[src/rtl/audio_pkg.sv]
// Shared types and constants for the audio DAC feeder: sample geometry,
// gain scaling and the mute-ramp state encoding.
package audio_pkg;

    localparam int SAMPLE_W   = 16;
    localparam int DATA_WIDTH = 32;
    localparam int GAIN_W     = 9;
    localparam int GAIN_SHIFT = 7;

    localparam logic [7:0] UNITY_GAIN = 8'd128;

    localparam logic signed [SAMPLE_W-1:0] SAT_MAX = 16'sh7FFF;
    localparam logic signed [SAMPLE_W-1:0] SAT_MIN = 16'sh8000;

    typedef enum logic [1:0] {
        MUTED     = 2'd0,
        RAMP_UP   = 2'd1,
        ACTIVE    = 2'd2,
        RAMP_DOWN = 2'd3
    } ramp_state_t;

endpackage

[src/rtl/audio_gain_sat.sv]
// One channel of the second pipeline stage: signed sample times unsigned gain,
// arithmetic shift by GAIN_SHIFT, then saturation to the sample range.
module audio_gain_sat #(
    parameter int SAMPLE_W = audio_pkg::SAMPLE_W
) (
    input  logic signed [SAMPLE_W-1:0]       sample,
    input  logic [audio_pkg::GAIN_W-1:0]     gain,
    output logic [SAMPLE_W-1:0]              result,
    output logic                             clip
);
    import audio_pkg::*;

    localparam int PROD_W = SAMPLE_W + GAIN_W + 1;

    logic signed [PROD_W-1:0] prod_s;
    logic signed [PROD_W-1:0] shifted_s;
    logic                     in_range_s;

    assign prod_s     = PROD_W'(sample) * PROD_W'($signed({1'b0, gain}));
    assign shifted_s  = prod_s >>> GAIN_SHIFT;
    // In range when every bit above the sample sign bit matches it.
    assign in_range_s = (shifted_s[PROD_W-1:SAMPLE_W-1] ==
                         {(PROD_W-SAMPLE_W+1){shifted_s[PROD_W-1]}});

    // Saturate out-of-range products toward the sign of the product.
    always_comb begin
        result = shifted_s[SAMPLE_W-1:0];
        clip   = 1'b0;
        if (!in_range_s) begin
            clip   = 1'b1;
            result = shifted_s[PROD_W-1] ? SAT_MIN : SAT_MAX;
        end else begin
            clip   = 1'b0;
            result = shifted_s[SAMPLE_W-1:0];
        end
    end

endmodule

[src/rtl/audio_dac_feeder.sv]
// Volume/mute-ramp stage feeding the DAC FIFO: two-stage pipeline with stall on full.
// Optional clip counter enabled by defining AUDIO_DAC_FEEDER_CLIP_CNT_EN.
module audio_dac_feeder #(
    parameter int SAMPLE_W   = audio_pkg::SAMPLE_W,
    parameter int DATA_WIDTH = audio_pkg::DATA_WIDTH,
    parameter int RAMP_STEP  = 1
) (
    input  logic                  dacfifo_wrclk,
    input  logic                  reset_n,
    input  logic                  s_valid,
    output logic                  s_ready,
    input  logic [SAMPLE_W-1:0]   s_left,
    input  logic [SAMPLE_W-1:0]   s_right,
    input  logic [7:0]            vol,
    input  logic                  mute,
    output logic                  dacfifo_wren,
    output logic [DATA_WIDTH-1:0] dacfifo_wrdata,
    input  logic                  dacfifo_full,
    output logic                  muted,
    output logic                  clip,
    output logic [15:0]           clip_cnt
);
    import audio_pkg::*;

    ramp_state_t state_r, state_next_s, up_state_s, down_state_s;
    logic [7:0]  ramp_r, ramp_next_s, up_ramp_s, down_ramp_s;
    logic [8:0]  ramp_sum_s;
    logic        advance_s, accept_s, muted_r;
    logic [GAIN_W-1:0] gain_s, s1_gain_r;

    logic                       s1_valid_r, out_valid_r, clip_r;
    logic signed [SAMPLE_W-1:0] s1_left_r, s1_right_r;
    logic [SAMPLE_W-1:0]        left_res_s, right_res_s;
    logic                       clip_left_s, clip_right_s;
    logic [DATA_WIDTH-1:0]      wrdata_r;

    assign advance_s = ~(out_valid_r & dacfifo_full);
    assign accept_s  = s_valid & advance_s;
    assign gain_s    = GAIN_W'(({8'd0, vol} * {8'd0, ramp_r}) >> GAIN_SHIFT);
    assign ramp_sum_s = {1'b0, ramp_r} + 9'(RAMP_STEP);

    // Candidate ramp values one step up or down, clamped to 0..UNITY_GAIN.
    always_comb begin
        up_ramp_s    = ramp_sum_s[7:0];
        up_state_s   = RAMP_UP;
        down_ramp_s  = 8'd0;
        down_state_s = MUTED;
        if (ramp_sum_s >= {1'b0, UNITY_GAIN}) begin
            up_ramp_s  = UNITY_GAIN;
            up_state_s = ACTIVE;
        end else begin
            up_ramp_s  = ramp_sum_s[7:0];
            up_state_s = RAMP_UP;
        end
        if (ramp_r <= 8'(RAMP_STEP)) begin
            down_ramp_s  = 8'd0;
            down_state_s = MUTED;
        end else begin
            down_ramp_s  = ramp_r - 8'(RAMP_STEP);
            down_state_s = RAMP_DOWN;
        end
    end

    // Ramp FSM next state; moves only on an accepted pair, direction set by mute.
    always_comb begin
        state_next_s = state_r;
        ramp_next_s  = ramp_r;
        if (accept_s) begin
            case (state_r)
                MUTED: begin
                    if (!mute) begin
                        state_next_s = up_state_s;
                        ramp_next_s  = up_ramp_s;
                    end else begin
                        state_next_s = MUTED;
                        ramp_next_s  = 8'd0;
                    end
                end
                ACTIVE: begin
                    if (mute) begin
                        state_next_s = down_state_s;
                        ramp_next_s  = down_ramp_s;
                    end else begin
                        state_next_s = ACTIVE;
                        ramp_next_s  = UNITY_GAIN;
                    end
                end
                RAMP_UP, RAMP_DOWN: begin
                    if (mute) begin
                        state_next_s = down_state_s;
                        ramp_next_s  = down_ramp_s;
                    end else begin
                        state_next_s = up_state_s;
                        ramp_next_s  = up_ramp_s;
                    end
                end
                default: begin
                    state_next_s = MUTED;
                    ramp_next_s  = 8'd0;
                end
            endcase
        end else begin
            state_next_s = state_r;
            ramp_next_s  = ramp_r;
        end
    end

    // Ramp FSM state register and registered muted flag.
    always_ff @(posedge dacfifo_wrclk) begin
        if (!reset_n) begin
            state_r <= MUTED;
            ramp_r  <= 8'd0;
            muted_r <= 1'b1;
        end else begin
            state_r <= state_next_s;
            ramp_r  <= ramp_next_s;
            muted_r <= (state_next_s == MUTED);
        end
    end

    audio_gain_sat #(.SAMPLE_W(SAMPLE_W)) u_gain_left (
        .sample (s1_left_r),
        .gain   (s1_gain_r),
        .result (left_res_s),
        .clip   (clip_left_s)
    );

    audio_gain_sat #(.SAMPLE_W(SAMPLE_W)) u_gain_right (
        .sample (s1_right_r),
        .gain   (s1_gain_r),
        .result (right_res_s),
        .clip   (clip_right_s)
    );

    // Two-stage pipeline; everything holds while the output word waits on full.
    always_ff @(posedge dacfifo_wrclk) begin
        if (!reset_n) begin
            s1_valid_r  <= 1'b0;
            s1_left_r   <= '0;
            s1_right_r  <= '0;
            s1_gain_r   <= '0;
            out_valid_r <= 1'b0;
            wrdata_r    <= '0;
            clip_r      <= 1'b0;
        end else if (advance_s) begin
            s1_valid_r  <= s_valid;
            s1_left_r   <= s_left;
            s1_right_r  <= s_right;
            s1_gain_r   <= gain_s;
            out_valid_r <= s1_valid_r;
            wrdata_r    <= {left_res_s, right_res_s};
            clip_r      <= s1_valid_r & (clip_left_s | clip_right_s);
        end else begin
            clip_r      <= 1'b0;
        end
    end

`ifdef AUDIO_DAC_FEEDER_CLIP_CNT_EN
    logic [15:0] clip_cnt_r;

    // Saturating count of clip pulses, cleared only by reset.
    always_ff @(posedge dacfifo_wrclk) begin
        if (!reset_n) begin
            clip_cnt_r <= 16'd0;
        end else if (clip_r && (clip_cnt_r != 16'hFFFF)) begin
            clip_cnt_r <= clip_cnt_r + 16'd1;
        end else begin
            clip_cnt_r <= clip_cnt_r;
        end
    end

    assign clip_cnt = clip_cnt_r;
`else
    assign clip_cnt = 16'd0;
`endif

    assign s_ready        = advance_s;
    assign dacfifo_wren   = out_valid_r & ~dacfifo_full;
    assign dacfifo_wrdata = wrdata_r;
    assign muted          = muted_r;
    assign clip           = clip_r;

endmodule

[config.mk]
export PLATFORM = sky130hd
export DESIGN_NAME = audio_dac_feeder
export DESIGN_NICKNAME = d
export VERILOG_FILES = /design/src/rtl/audio_pkg.sv /design/src/rtl/audio_gain_sat.sv /design/src/rtl/audio_dac_feeder.sv
export SDC_FILE = /design/constraint.sdc
export NUM_CORES = 1
export LEC_CHECK = 0
export BUFFER_PORTS_ARGS = -buffer_cell sky130_fd_sc_hd__buf_2
export CAP_MARGIN = 15
export CORE_MARGIN = 3
export CORE_UTILIZATION = 58
export DETAILED_ROUTE_END_ITERATION = 10
export PLACE_DENSITY_LB_ADDON = 0.12
export SLEW_MARGIN = 15
export SYNTH_ARGS = -nofsm -noshare
export SYNTH_HDL_FRONTEND = slang
export SYNTH_HIERARCHICAL = 1
export SYNTH_SLANG_ARGS = --single-unit
[constraint.sdc]
create_clock -name dacfifo_wrclk -period 5.81 [get_ports dacfifo_wrclk]
set_clock_uncertainty 0.05 [all_clocks]
set_input_delay 0.581 -clock dacfifo_wrclk [delete_from_list [all_inputs] [get_ports dacfifo_wrclk]]
set_output_delay 0.581 -clock dacfifo_wrclk [all_outputs]
set_load 0.02 [all_outputs]
==> flow_summary.ini, run 1 <==
[run_status]
status = complete, but fails checks
violations = negative setup slack

[timing]
period_needed_ns = 6.05
max_slew_margin_pct = 35.1
worst_pin_slew_ns = 0.974
fmax_mhz = 165
fin_crit_sh_pct = 104
rsz0062_at_grt = yes
maxSlewViolCount = 0
setup_ws_ns = -0.242
fin_setup_tns_ns = -5.27
setup_violations = 32
hold_violations = 0

[synth]
yosys.area_share.simple_pct = 18.4
ys_async_sr_fraction_pct = 0
yosys-mux-area-fraction_pct = 0.643
synthDistinctLibCells = 87
synth_top_family_by_area = adder cells
synth-main-ff-cell = dfxtp_1
synthesis.area_um2 = 16500
synthAdderAreaFrac_pct = 44.6
synth-compound-area-share_pct = 11.5
yosys_warnings = 6
ys_ff_latch = 87
avgSynthCellArea_um2 = 8.42
syn_inst = 1964
synth-seq-area-share_pct = 10.5
synth-edff-count = 0
synth_xor_area_share_pct = 2.90

[setup_path]
startpoint_type = flip-flop
crit_arrival_ns = 6.28
worstReg2RegStart = s1_gain_r[6]
max_stage_delay_ns = 0.57
critPathMostFrequentCell = fa_1
endpoint_kind = flip-flop
r2r_slack_ns = -0.24
critPathTopFamily = adder cells
path_buf_inv = 5
reg2reg_to = dacfifo_wrdata[9]
reg2regPathDepth = 23
worstPathCellList = buf_6, buf_4, and2_4, fa_2, fa_1, fa_2, fa_1, inv_1, fa_1, inv_1, ha_4, a21o_1, a21o_1, a221o_1, o21ai_4, a31oi_4, mux2_4, o211a_1, a2111oi_4, buf_4, o21a_1, nand2_1, a21oi_2
criticalPathCategory = flip-flop to flip-flop
worst_path_max_delay_cell = fa_1
cp_max_fo = 7
cp_data_required_time_ns = 6.04

[routing]
met1_length_mm = 18.9
met2_length_mm = 21.1
dr.max_layer_used = met5
drt_iter0_drc = 889
avgViaCountPerCell = 5.36
wl_per_cell_um = 16.9
drc_errors = 0
wl_mm = 43.1
vias = 13700
routed-wl-met3_mm = 2.24
ant_nets = 0
dr.pass1.iters = 5

[cells_and_area]
fill_cells = 2263
final_util_pct = 70.1
n_antenna_cell = 0
syn_to_final_growth_pct = 18.4
layout_commonest_cell = inv_1
fin_area_um2 = 19600
seq_area_um2 = 1780
fin_cells = 2554
nets = 2639
drive_above_1_share_pct = 20.0
final_cell_mix = inv_1, nand2_1, fa_1
multi_input_area_um2 = 13500

[power_and_ir_drop]
p_per_area_nw_per_um2 = 166
p_leak_nw = 10.4
irDropWorstVdd_uv = 196

[die]
rows = 61
die-area_um2 = 30600
start_util_pct = 59.2
die_h_um = 175
num_io_pins = 97
dieWidth_um = 175
core_area_um2 = 27900

[place]
io_buffers = 80
dpl.cell_count = 2518
place_area_um2 = 18600
hpwl_mm = 33.8
pre_cts_ws_ns = -0.362
gp_congestion = 0.911

[global_route]
antenna_found_initial = 1
grt_pass1_vias = 14200
grt_pass1_wl_mm = 70.6
grt_overflow_total = 0
grt_max_degree = 81
grtUsageTotal_pct = 28.7

[clock_network]
clockBufferDepth = 2
clk_latency_ns = 0.37
cts_tree = yes
cts.sinks = 87
cts_inserted_buffers = 9
clk_pin_slew_worst_paths_ns = 0.07
htree_levels = 3
cts_root_buf = clkbuf_16

[worst_hold_path]
hold-path-cell-count = 2
min_path_type = flip-flop to flip-flop
hp-start = dacfifo_wrdata[27]
hold_end = dacfifo_wrdata[27]

[run]
max_cap_viol_count = 0
-- registers in the layout (all words and copies together), names as in the netlist --
register and count:
clip 1, dacfifo_wrdata 32, muted 1, out_valid_r 1
ramp_r 8, s1_gain_r 9, s1_left_r 16, s1_right_r 16
s1_valid_r 1, state_r 2
-- kinds of logic after synthesis --
logic type / count (synthesis)
other: 1
flip-flops: 87
AO/OA/AOI/OAI: 282
AND/OR/NAND/NOR: 632
adder cells (fa/ha/maj): 423
XOR/XNOR: 54
multiplexers: 9
buffers and inverters: 476
-- worst min-delay path, cell delays in order, from the launching register on --
cell and delay (ns):
dfxtp_1 0.31, nand2_1 0.05, a21oi_1 0.05
-- report_power, final --
part / leakage [nW] / switching, W / internal [W] / total [W]
registers: 0.726 / 0.000125 / 0.000704 / 0.000829
logic: 9.53 / 0.00102 / 0.000829 / 0.00185
clock network: 0.120 / 0.000283 / 0.000291 / 0.000574
total: 10.4 / 0.00143 / 0.00182 / 0.00325
-- Yosys cell counts, types with 3 or more instances --
cell | number | area (um2)
a21boi_0 | 4 | 30.0
nand4_1 | 15 | 93.8
a21oi_1 | 110 | 551
or3_1 | 3 | 18.8
a211oi_1 | 8 | 60.1
o21ai_0 | 33 | 165
nor3_1 | 12 | 60.1
a21oi_2 | 3 | 26.3
nor2_1 | 35 | 131
buf_4 | 16 | 120
and2_2 | 6 | 45.0
o31ai_1 | 6 | 45.0
and2_1 | 166 | 1040
and3_1 | 7 | 43.8
o211ai_1 | 6 | 45.0
o21bai_1 | 7 | 52.6
nor2b_1 | 5 | 31.3
dfxtp_1 | 87 | 1740
clkbuf_1 | 74 | 278
o21a_1 | 36 | 270
a31oi_1 | 9 | 56.3
fa_1 | 277 | 5550
xnor2_1 | 35 | 307
mux2_2 | 3 | 33.8
nand2b_1 | 3 | 18.8
buf_2 | 6 | 30.0
xor2_1 | 18 | 158
a21o_1 | 14 | 105
buf_1 | 7 | 26.3
inv_1 | 366 | 1370
mux2i_1 | 5 | 50.1
nand2_1 | 337 | 1260
ha_1 | 146 | 1830
buf_6 | 6 | 67.6
a311oi_1 | 3 | 26.3
nand3_1 | 21 | 105
a211o_1 | 3 | 26.3
-- per-stage QoR --
step           total power [W]  hold slack, ns
5_1_grt                0.00350           0.398
4_1_cts                0.00319           0.390
6_report               0.00325           0.404
3_3_place_gp           0.00251           0.386
3_5_place_dp           0.00254           0.394
2_1_floorplan          0.00193           0.381
-- layout make-up --
| type | count | area share (%) |
|---|---|---|
| Multi-Input combinational cell | 1417 | 68.9 |
| Timing Repair Buffer | 289 | 11.2 |
| Sequential cell | 87 | 9.09 |
| Inverter | 367 | 7.03 |
| Tap cell | 378 | 2.41 |
| Clock buffer | 13 | 1.23 |
| Clock inverter | 3 | 0.102 |
-- worst max path at each step --
stage	start	endpoint	slack (ns)	depth (start not counted)
floorplan	s1_gain_r[2]	dacfifo_wrdata[10]	-0.06	23
finish	s1_gain_r[6]	dacfifo_wrdata[9]	-0.24	23
global route	s1_gain_r[6]	dacfifo_wrdata[1]	-0.44	22
CTS	s1_gain_r[1]	dacfifo_wrdata[2]	-0.21	24
detailed placement	s1_right_r[6]	dacfifo_wrdata[8]	-0.36	23
global placement	s1_left_r[7]	dacfifo_wrdata[27]	-0.22	21
-- what timing repair did --
action	in CTS	in global routing
resized for setup	50	61
hold buffers	0	0
gates cloned	1	1
buffers inserted	15	4
setup endpoints to repair	31	33
pin swaps	36	38
-- layer usage --
metal  global-route usage [%]  vias to the layer above
met5                        0                        -
met4                     7.48                        2
met3                     4.22                       38
met2                     48.2                      350
met1                     39.2                     6816
li1                         -                     6471
Note: power is estimated with default switching activity, not from simulation.
==> inputs of run 2 (changes only) <==
--- a/config.mk
+++ b/config.mk
@@ -5,10 +5,11 @@
 export SDC_FILE = /design/constraint.sdc
 export NUM_CORES = 1
 export LEC_CHECK = 0
+export ABC_AREA = 1
 export BUFFER_PORTS_ARGS = -buffer_cell sky130_fd_sc_hd__buf_2
 export CAP_MARGIN = 15
 export CORE_MARGIN = 3
-export CORE_UTILIZATION = 58
+export CORE_UTILIZATION = 59
 export DETAILED_ROUTE_END_ITERATION = 10
 export PLACE_DENSITY_LB_ADDON = 0.12
 export SLEW_MARGIN = 15
==> flow_summary.ini, run 2 <==
[synth]
synth_top_area_share_pct = 30.2
synthDistinctLibCells = 41
synth.largest_area_cell = fa_1
synth-main-ff-cell = dfxtp_1
yosys_warnings = 6
synth-edff-count = 0
ys_async_sr_fraction_pct = 0
synth.area.top_cells = fa_1, nand2_1, inv_1
synthesis.area_um2 = 18400
synthTopCellsByCount = nand2_1, inv_1, fa_1
avgSynthCellArea_um2 = 6.78
yosysMostFrequentCell = nand2_1
syn_inst = 2708
ys_ff_latch = 87
synth-seq-area-share_pct = 9.49

[cells_and_area]
multi_input_area_um2 = 13700
n_antenna_cell = 0
layout_commonest_cell = nand2_1
largest_reg_flops = 32
drive_above_1_share_pct = 10.2
fin_area_um2 = 19900
syn_to_final_growth_pct = 8.31
nets = 3212
final_cell_mix = nand2_1, inv_1, fa_1
final_util_pct = 66.0
fill_cells = 2796
seq_area_um2 = 1770

[setup_path]
endpoint_kind = flip-flop
critPathTopFamily = adder cells
cp.depth = 27
criticalPathCategory = flip-flop to flip-flop
worst_path_max_delay_cell = fa_2
cp_max_fo = 8
max_stage_delay_ns = 0.71
startpoint_type = flip-flop
crit_arrival_ns = 5.74
critPathMostFrequentCell = nand2_1
path_buf_inv = 6
cp_data_required_time_ns = 6.02
reg2regPathDepth = 27

[clock_network]
htree_levels = 3
cts_root_buf = clkbuf_16
clk_latency_ns = 0.38
cts.sinks = 87
clockBufferDepth = 2
cts_tree = yes
clk_pin_slew_worst_paths_ns = 0.07
hold_buffers = 0
cts_inserted_buffers = 9

[routing]
drc_errors = 0
drt_iter0_drc = 824
wl_mm = 45.8
ant_nets = 0
dr.pass1.iters = 6
wl_per_cell_um = 14.6
vias = 16000
dr.max_layer_used = met5
avgViaCountPerCell = 5.11
met2_length_mm = 23.4
routed-wl-met3_mm = 2.00
met1_length_mm = 19.2

[timing]
setup_violations = 0
max_slew_margin_pct = 48.2
worst_pin_slew_ns = 0.777
fmax_mhz = 181
hold_violations = 0
period_needed_ns = 5.53
fin_crit_sh_pct = 95.2
maxSlewViolCount = 0

[place]
gp_congestion = 0.972
hpwl_mm = 36.7
io_buffers = 80
place_area_um2 = 19100

[power_and_ir_drop]
clkPwrFrac_pct = 11.9
p_seq_share_pct = 15.9
internal_power_w = 0.00261
p_total_w = 0.00548
p_leak_nw = 12.5
comb_power_share_pct = 72.2
irDropWorstVdd_uv = 257
swShare_pct = 52.5
switching_power_w = 0.00287
p_per_area_nw_per_um2 = 276

[worst_hold_path]
hold-path-cell-count = 3
min_path_type = input pin to flip-flop

[die]
core_area_um2 = 30100
num_io_pins = 97
dieWidth_um = 182
start_util_pct = 60.9
rows = 63
die-area_um2 = 33300
die_h_um = 182

[global_route]
antenna_found_initial = 2
grt_overflow_total = 0
grt_pass1_wl_mm = 77.0
grtUsageTotal_pct = 28.1
grt_max_degree = 75
grt_pass1_vias = 16500

[run_status]
status = finished clean

[run]
max_cap_viol_count = 0
## run 2: worst paths after layout
path / start / endpoint / slack [ns]
min reg2reg: dacfifo_wrdata[10] / dacfifo_wrdata[10] / 0.46
max reg2reg: s1_gain_r[1] / dacfifo_wrdata[12] / 0.28
max: s1_gain_r[1] / dacfifo_wrdata[12] / 0.28
min: s_left[0] / s1_left_r[0] / 0.38
## run 2: cell families after synthesis
| family | share of synthesized area (%) |
|---|---|
| fa+ha+maj | 40.2 |
| buf+inv | 17.7 |
| compound gates | 4.55 |
| flops | 9.49 |
| other cells | 0.0204 |
| xor+xnor | 1.62 |
| simple gates | 26.4 |
## run 2: layout make-up
class,instances,area share (%)
repair buffers,141,5.15
well taps,390,2.46
inverters,694,13.1
clock inverters,5,0.321
multi-input cells,1811,68.8
clock buffers,11,1.27
flip-flops and latches,87,8.93
## run 2: timing repair
action                                  in CTS  in global routing
endpoints found under the setup margin      16                 31
cloned                                       0                  4
setup buffers                                0                 10
resized for setup                            5                 72
pin swaps                                    0                 12
## run 2: metrics by stage
| stage | setup TNS (ns) | hold slack (ns) | std cells | setup WS (ns) |
|---|---|---|---|---|
| 6_report | 0 | 0.377 | 3139 | 0.280 |
| 5_1_grt | -0.260 | 0.386 | 3139 | -0.0355 |
| 4_1_cts | 0 | 0.367 | 3125 | 0.00811 |
| 3_5_place_dp | -1.78 | 0.446 | 3109 | -0.218 |
| 3_3_place_gp | -0.702 | 0.441 | 3109 | -0.207 |
| 2_1_floorplan | 0 | 0.388 | 2723 | 0.307 |
## run 2: layer usage
metal,vias up,track usage (%)
li1,7867,-
met4,2,9.08
met3,78,3.29
met1,7723,34.6
met2,358,51.4
met5,-,0
## run 2: worst min-delay path: cells and delay by family
kind,cells,cell delay [ns]
and+or+nand+nor,2,0.11
buffers and inverters,1,0.08
## run 2: power groups by stage
stage | Clock [W] | Sequential, W | Combinational [W]
2_1_floorplan | 0 | 0.000918 | 0.00266
3_3_place_gp | 0 | 0.000870 | 0.00352
3_5_place_dp | 0 | 0.000870 | 0.00357
4_1_cts | 0.000664 | 0.000861 | 0.00363
5_1_grt | 0.000690 | 0.000888 | 0.00448
6_report | 0.000652 | 0.000871 | 0.00396
